**src/rtl/dm_pkg.sv**
```systemverilog
// Shared definitions for the MEM-stage data-memory sequencer.
// Holds the opcode map, FSM encoding and access-shape helpers.
package dm_pkg;

    localparam logic [5:0] OP_LB  = 6'b100000;
    localparam logic [5:0] OP_LH  = 6'b100001;
    localparam logic [5:0] OP_LW  = 6'b100011;
    localparam logic [5:0] OP_LBU = 6'b100100;
    localparam logic [5:0] OP_LHU = 6'b100101;
    localparam logic [5:0] OP_SB  = 6'b101000;
    localparam logic [5:0] OP_SH  = 6'b101001;
    localparam logic [5:0] OP_SW  = 6'b101011;

    typedef enum logic [1:0] {
        ST_IDLE  = 2'd0,
        ST_ISSUE = 2'd1,
        ST_WAIT  = 2'd2,
        ST_RESP  = 2'd3
    } state_t;

    typedef enum logic [1:0] {
        SZ_BYTE = 2'd0,
        SZ_HALF = 2'd1,
        SZ_WORD = 2'd2,
        SZ_NONE = 2'd3
    } size_t;

    function automatic size_t size_of(input logic [5:0] op);
        case (op)
            OP_LB, OP_LBU, OP_SB: size_of = SZ_BYTE;
            OP_LH, OP_LHU, OP_SH: size_of = SZ_HALF;
            OP_LW, OP_SW:         size_of = SZ_WORD;
            default:              size_of = SZ_NONE;
        endcase
    endfunction

    function automatic logic is_store(input logic [5:0] op);
        return (op == OP_SB) || (op == OP_SH) || (op == OP_SW);
    endfunction

    function automatic logic unsupported(input logic [5:0] op);
        return size_of(op) == SZ_NONE;
    endfunction

    function automatic logic [3:0] be_of(input logic [5:0] op, input logic [1:0] addr);
        case (size_of(op))
            SZ_BYTE: be_of = 4'b0001 << addr;
            SZ_HALF: be_of = addr[1] ? 4'b1100 : 4'b0011;
            SZ_WORD: be_of = 4'b1111;
            default: be_of = 4'b0000;
        endcase
    endfunction

    function automatic logic misaligned(input logic [5:0] op, input logic [1:0] addr);
        case (size_of(op))
            SZ_HALF: misaligned = addr[0];
            SZ_WORD: misaligned = (addr != 2'b00);
            default: misaligned = 1'b0;
        endcase
    endfunction

    // Stores drive every lane; byte enables pick which lanes actually land.
    function automatic logic [31:0] replicate(input logic [5:0] op, input logic [31:0] wd);
        case (size_of(op))
            SZ_BYTE: replicate = {4{wd[7:0]}};
            SZ_HALF: replicate = {2{wd[15:0]}};
            default: replicate = wd;
        endcase
    endfunction

endpackage

```
**src/rtl/dm_load_extract.sv**
```systemverilog
// Lane select plus sign/zero extension of a DM read word for a load opcode.
module dm_load_extract
    import dm_pkg::*;
(
    input  logic [5:0]  i_op,
    input  logic [1:0]  i_addr_lo,
    input  logic [31:0] i_word,
    output logic [31:0] o_data
);

    logic [7:0]  w_byte;
    logic [15:0] w_half;

    always_comb begin
        w_byte = i_word[7:0];
        case (i_addr_lo)
            2'd0: w_byte = i_word[7:0];
            2'd1: w_byte = i_word[15:8];
            2'd2: w_byte = i_word[23:16];
            2'd3: w_byte = i_word[31:24];
            default: w_byte = i_word[7:0];
        endcase
        w_half = i_addr_lo[1] ? i_word[31:16] : i_word[15:0];
    end

    always_comb begin
        o_data = i_word;
        case (i_op)
            OP_LB:   o_data = {{24{w_byte[7]}}, w_byte};
            OP_LBU:  o_data = {24'h0, w_byte};
            OP_LH:   o_data = {{16{w_half[15]}}, w_half};
            OP_LHU:  o_data = {16'h0, w_half};
            default: o_data = i_word;
        endcase
    end

endmodule

```
**src/rtl/dm_access_seq.sv**
```systemverilog
// One-at-a-time load/store sequencer between the MEM stage and a synchronous DM.
// All dm_* outputs come straight from flops so the memory sees clean strobes.
module dm_access_seq
    import dm_pkg::*;
#(
    parameter int ADDR_W  = 12,
    parameter int MEM_LAT = 1
) (
    input  logic              clk,
    input  logic              rst_n,
    input  logic              req_valid,
    output logic              req_ready,
    input  logic [5:0]        req_op,
    input  logic [31:0]       req_addr,
    input  logic [31:0]       req_wdata,
    output logic              rsp_valid,
    output logic              rsp_err,
    output logic [31:0]       rsp_rdata,
    output logic              dm_en,
    output logic              dm_we,
    output logic [3:0]        dm_be,
    output logic [ADDR_W-3:0] dm_addr,
    output logic [31:0]       dm_wdata,
    input  logic [31:0]       dm_rdata
);

    localparam int CNT_W = (MEM_LAT > 1) ? $clog2(MEM_LAT) : 1;

    state_t              r_state;
    state_t              w_next;
    logic [5:0]          r_op;
    logic [1:0]          r_addr_lo;
    logic [CNT_W-1:0]    r_cnt;
    logic                r_err;
    logic [31:0]         r_rdata;
    logic                r_dm_en;
    logic                r_dm_we;
    logic [3:0]          r_dm_be;
    logic [ADDR_W-3:0]   r_dm_addr;
    logic [31:0]         r_dm_wdata;

    logic                w_accept;
    logic                w_req_err;
    logic                w_cnt_zero;
    logic [31:0]         w_ext;
    logic                w_unused_addr;

    assign w_accept      = req_valid && (r_state == ST_IDLE);
    assign w_req_err     = unsupported(req_op) || misaligned(req_op, req_addr[1:0]);
    assign w_cnt_zero    = (r_cnt == '0);
    assign w_unused_addr = ^req_addr[31:ADDR_W];

    dm_load_extract u_extract (
        .i_op      (r_op),
        .i_addr_lo (r_addr_lo),
        .i_word    (dm_rdata),
        .o_data    (w_ext)
    );

    always_ff @(posedge clk or negedge rst_n) begin
        if (!rst_n) r_state <= ST_IDLE;
        else        r_state <= w_next;
    end

    always_comb begin
        w_next = r_state;
        case (r_state)
            ST_IDLE:  if (w_accept) w_next = w_req_err ? ST_RESP : ST_ISSUE;
            ST_ISSUE: w_next = is_store(r_op) ? ST_RESP : ST_WAIT;
            ST_WAIT:  if (w_cnt_zero) w_next = ST_RESP;
            ST_RESP:  w_next = ST_IDLE;
            default:  w_next = ST_IDLE;
        endcase
    end

    // The access is registered at accept so dm_en lines up with the ISSUE cycle.
    always_ff @(posedge clk or negedge rst_n) begin
        if (!rst_n) begin
            r_op       <= '0;
            r_addr_lo  <= '0;
            r_cnt      <= '0;
            r_err      <= 1'b0;
            r_rdata    <= '0;
            r_dm_en    <= 1'b0;
            r_dm_we    <= 1'b0;
            r_dm_be    <= '0;
            r_dm_addr  <= '0;
            r_dm_wdata <= '0;
        end else begin
            case (r_state)
                ST_IDLE: begin
                    if (w_accept) begin
                        r_op      <= req_op;
                        r_addr_lo <= req_addr[1:0];
                        r_err     <= w_req_err;
                        r_rdata   <= '0;
                        if (!w_req_err) begin
                            r_dm_en   <= 1'b1;
                            r_dm_we   <= is_store(req_op);
                            r_dm_be   <= be_of(req_op, req_addr[1:0]);
                            r_dm_addr <= req_addr[ADDR_W-1:2];
                            if (is_store(req_op))
                                r_dm_wdata <= replicate(req_op, req_wdata);
                        end
                    end
                end
                ST_ISSUE: begin
                    r_dm_en <= 1'b0;
                    r_dm_we <= 1'b0;
                    r_cnt   <= CNT_W'(MEM_LAT - 1);
                end
                ST_WAIT: begin
                    if (!w_cnt_zero) r_cnt   <= r_cnt - 1'b1;
                    else             r_rdata <= w_ext;
                end
                default: ;
            endcase
        end
    end

    assign req_ready = (r_state == ST_IDLE);
    assign rsp_valid = (r_state == ST_RESP);
    assign rsp_err   = rsp_valid && r_err;
    assign rsp_rdata = r_rdata;
    assign dm_en     = r_dm_en;
    assign dm_we     = r_dm_we;
    assign dm_be     = r_dm_be;
    assign dm_addr   = r_dm_addr;
    assign dm_wdata  = r_dm_wdata;

endmodule
```
**config.mk**
```make
export PLATFORM = sky130hd
export DESIGN_NAME = dm_access_seq
export DESIGN_NICKNAME = d
export VERILOG_FILES = /design/src/rtl/dm_pkg.sv /design/src/rtl/dm_load_extract.sv /design/src/rtl/dm_access_seq.sv
export SDC_FILE = /design/constraint.sdc
export NUM_CORES = 1
export LEC_CHECK = 0
export CORE_MARGIN = 2
export CORE_UTILIZATION = 41
export CTS_CLUSTER_SIZE = 12
export DETAILED_ROUTE_END_ITERATION = 10
export MAX_ROUTING_LAYER = met4
export PLACE_DENSITY = 0.82
export REMOVE_ABC_BUFFERS = 1
export SYNTH_ARGS = -nofsm -noshare
export SYNTH_HDL_FRONTEND = slang
export SYNTH_HIERARCHICAL = 1
export SYNTH_SLANG_ARGS = --single-unit
```
**constraint.sdc**
```tcl
create_clock -name clk -period 1.96 [get_ports clk]
set_input_delay 0.392 -clock clk [delete_from_list [all_inputs] [get_ports clk]]
set_output_delay 0.392 -clock clk [all_outputs]
set_load 0.05 [all_outputs]
```
==> results_dict.tcl <==
set metrics [dict create \
    outcome "finished with violations" \
    port_buffers 167 \
    grt_pass1_wl_mm 31.5 \
    ir_worst_vdd_mv 0.745 \
    synthArstFlopShare 1.00 \
    viasPerCell 6.37 \
    synthSimpleGateAreaFrac 0.132 \
    hold_viol 0 \
    maxCapViolCount 0 \
    rows 41 \
    gp_congestion 0.909 \
    grt_pass1_vias 5856 \
    power_leakage_nw 4.25 \
    synthFlopType "dfrtp_1" \
    synth_edf_count 0 \
    reg2reg_to "dm_wdata[22]" \
    setup_viol 48 \
    slowest_delay_ns 0.41 \
    final_core_util 0.741 \
    skew_ns 0.0143 \
    start_util 0.419 \
    path_cells "buf_12, nor3b_4, nand3_4, ha_4, buf_8, nor4b_4, a21oi_4, o211ai_1, a31oi_4" \
    cts_buffers 9 \
    tightest_slew_ns 0.735 \
    remaining_drc_errors 0 \
    drt_pass1_iterations 7 \
    die_w_um 117 \
    syn_inst 493 \
    hold_class "primary input to asynchronous set/reset pin" \
    crit_arrival_ns 2.40 \
    r2r_setup_slack_ns -0.07 \
    wl_per_cell_um 24.6 \
    vias 5846 \
    cts_tree "built" \
    ys_ff_latch 91 \
    cp-end-kind "flop" \
    synth_compound_area_frac 0.279 \
    setup_tns_ns -3.06 \
    routed_wl_mm 22.6 \
    diodes 0 \
    drtAntennaViolNets 0 \
    fp.coreArea_mm2 0.0126 \
    avgSynthCellArea_um2 10.7 \
    ios 188 \
    synth_top_family_by_area "compound AO/OA/AOI/OAI gates" \
    crit_type "primary input to flop" \
    period_share 1.11 \
    cp_top_family "simple AND/OR/NAND/NOR gates" \
    grt_max_degree 37 \
    muxShareOfSynthArea 0.0919 \
    synth_area_leader_cell "dfrtp_1" \
    cts_root_buf "clkbuf_16" \
    timing.final.ws_setup_ns -0.222 \
    clockBufferDepth 2 \
    r2r_start "r_state[0]" \
    layout_common_cells "clkdlybuf4s50_1 (108), buf_4 (97), dfrtp_1 (90)" \
    synth_xor_area_frac 0 \
    first_iter_violations 645 \
    startpoint "req_op[4]" \
    cp_slowest_cell "o211ai_1" \
    synthAdderAreaFrac 0.0166 \
    rsz0062_at_grt "yes" \
    synth_top_area_frac 0.432 \
    worstPathMaxFanout 8 \
    dieArea_mm2 0.0138 \
    die_h_um 117 \
    cts_num_sinks 91 \
    start_kind "primary input" \
    maxSlewHeadroom 0.509 \
    cp.required_ns 2.18 \
    layout_min_cycle_time_ns 2.18 \
    r2r_cells 7 \
    antenna_found_initial 0 \
    insertion_delay_ns 0.37 \
    path_clk_slew_ns 0.08 \
    ys_types 61 \
    slew_violations 0 \
    powerDensity_mw_per_mm2 1210 \
    violations "negative setup slack" \
    area_growth_syn_to_layout_pct 76.7 \
    final_net_count 853 \
    dpl.hpwl_mm 12.9 \
    ys_seq_area_frac 0.432 \
    ys_top_cells_by_area "dfrtp_1 (43%), mux2_2 (5.3%), a22o_1 (5.3%)" \
    clock.fmax_mhz 458 \
    drive_above_1_share 0.375 \
    syn_area_mm2 0.00527 \
    worst-path-buf-inv 2 \
    final_common_cell "clkdlybuf4s50_1" \
    grt_usage 0.296 \
    h-tree-depth 3 \
    grt_remaining_overflow 0 \
    yosysWarnings 6 \
]
[worst max path at each step]
stage	end	slack, ns	cells after the start
after detailed placement	dm_wdata[10]	-0.95	9
after floorplan	dm_addr[0]	-1.68	8
after global routing	dm_wdata[23]	-0.31	9
after CTS	dm_wdata[21]	-0.06	12
final	dm_wdata[22]	-0.22	9
after global placement	dm_wdata[15]	-0.79	9
[per-layer routing]
metal  part of all wire  global-route usage  wire [um]
met5                  0                   -          0
met4              0.057               0.165       1280
met3              0.085              0.0584       1910
met2               0.48               0.466      10800
met1               0.38               0.358       8590
[kinds of logic after synthesis]
group / after synthesis
and+or+nand+nor: 125
adders and majority gates: 7
DFF: 91
buffers and inverters: 55
muxes: 35
AOI/OAI and AO/OA: 180
[sequential cells by signal (all words and copies together) (netlist names)]
name	count
dm_wdata	32
rsp_rdata	32
dm_addr	10
r_op	6
dm_be	4
r_addr_lo	2
r_state	2
dm_en	1
dm_we	1
r_err	1
[Yosys cell counts (2+ instances only)]
cell       instances
mux2_2            25
buf_4              3
o31ai_1           18
ha_1               7
nor3b_1            2
a31oi_1           13
nand2_1           44
nor2_1            19
a22o_1            32
and3_1             8
clkbuf_1          27
inv_1              8
mux2_4             3
a21oi_1           22
buf_2             11
nor3_1             7
o41ai_1           18
a41oi_1            8
inv_2              2
nor4b_1            2
o21ai_0           11
nand3_1            2
mux4_2             7
dfrtp_1           91
buf_6              3
or4_1              2
o211ai_1          15
a221o_1            7
o211ai_2          10
a2111oi_0          8
a21o_1             3
and2_1            11
nor4_1             8
nor2b_1            2
nor4bb_1           2
a211oi_1           2
nand2b_1           6
[power by group]
group	leakage, nW	internal (W)	switching, W
clock network	0.153	0.00106	0.000793
logic	2.91	0.00260	0.00392
registers	1.19	0.00246	0.000434
total	4.25	0.00612	0.00515
[through the flow]
stage / std cells / cell area, um^2 / hold slack (ns) / power [W] / setup WS (ns)
after floorplan: 448 / 5050 / 0.0964 / 0.00656 / -1.68
after global placement: 885 / 7800 / 0.389 / 0.00885 / -0.785
after detailed placement: 885 / 7800 / 0.394 / 0.00902 / -0.953
after CTS: 913 / 8630 / 0.0190 / 0.0110 / -0.0629
after global routing: 918 / 9310 / 0.0402 / 0.0118 / -0.313
final: 918 / 9310 / 0.00878 / 0.0113 / -0.222
[area by class of cell]
class,instances,area [um^2]
Clock buffer,12,256
Clock inverter,4,48.8
Fill cell,780,3260
Inverter,10,45.0
Multi-Input combinational cell,347,3590
Sequential cell,91,2280
Tap cell,172,215
Timing Repair Buffer,282,2870
[repair_timing]
action	4_1_cts	5_1_grt
resized for setup	112	119
cloned	2	1
buffers inserted	11	8
hold buffers	0	0
pin swaps	23	31
endpoints found under the setup margin	61	98
Power figures use the tool's default switching activity.
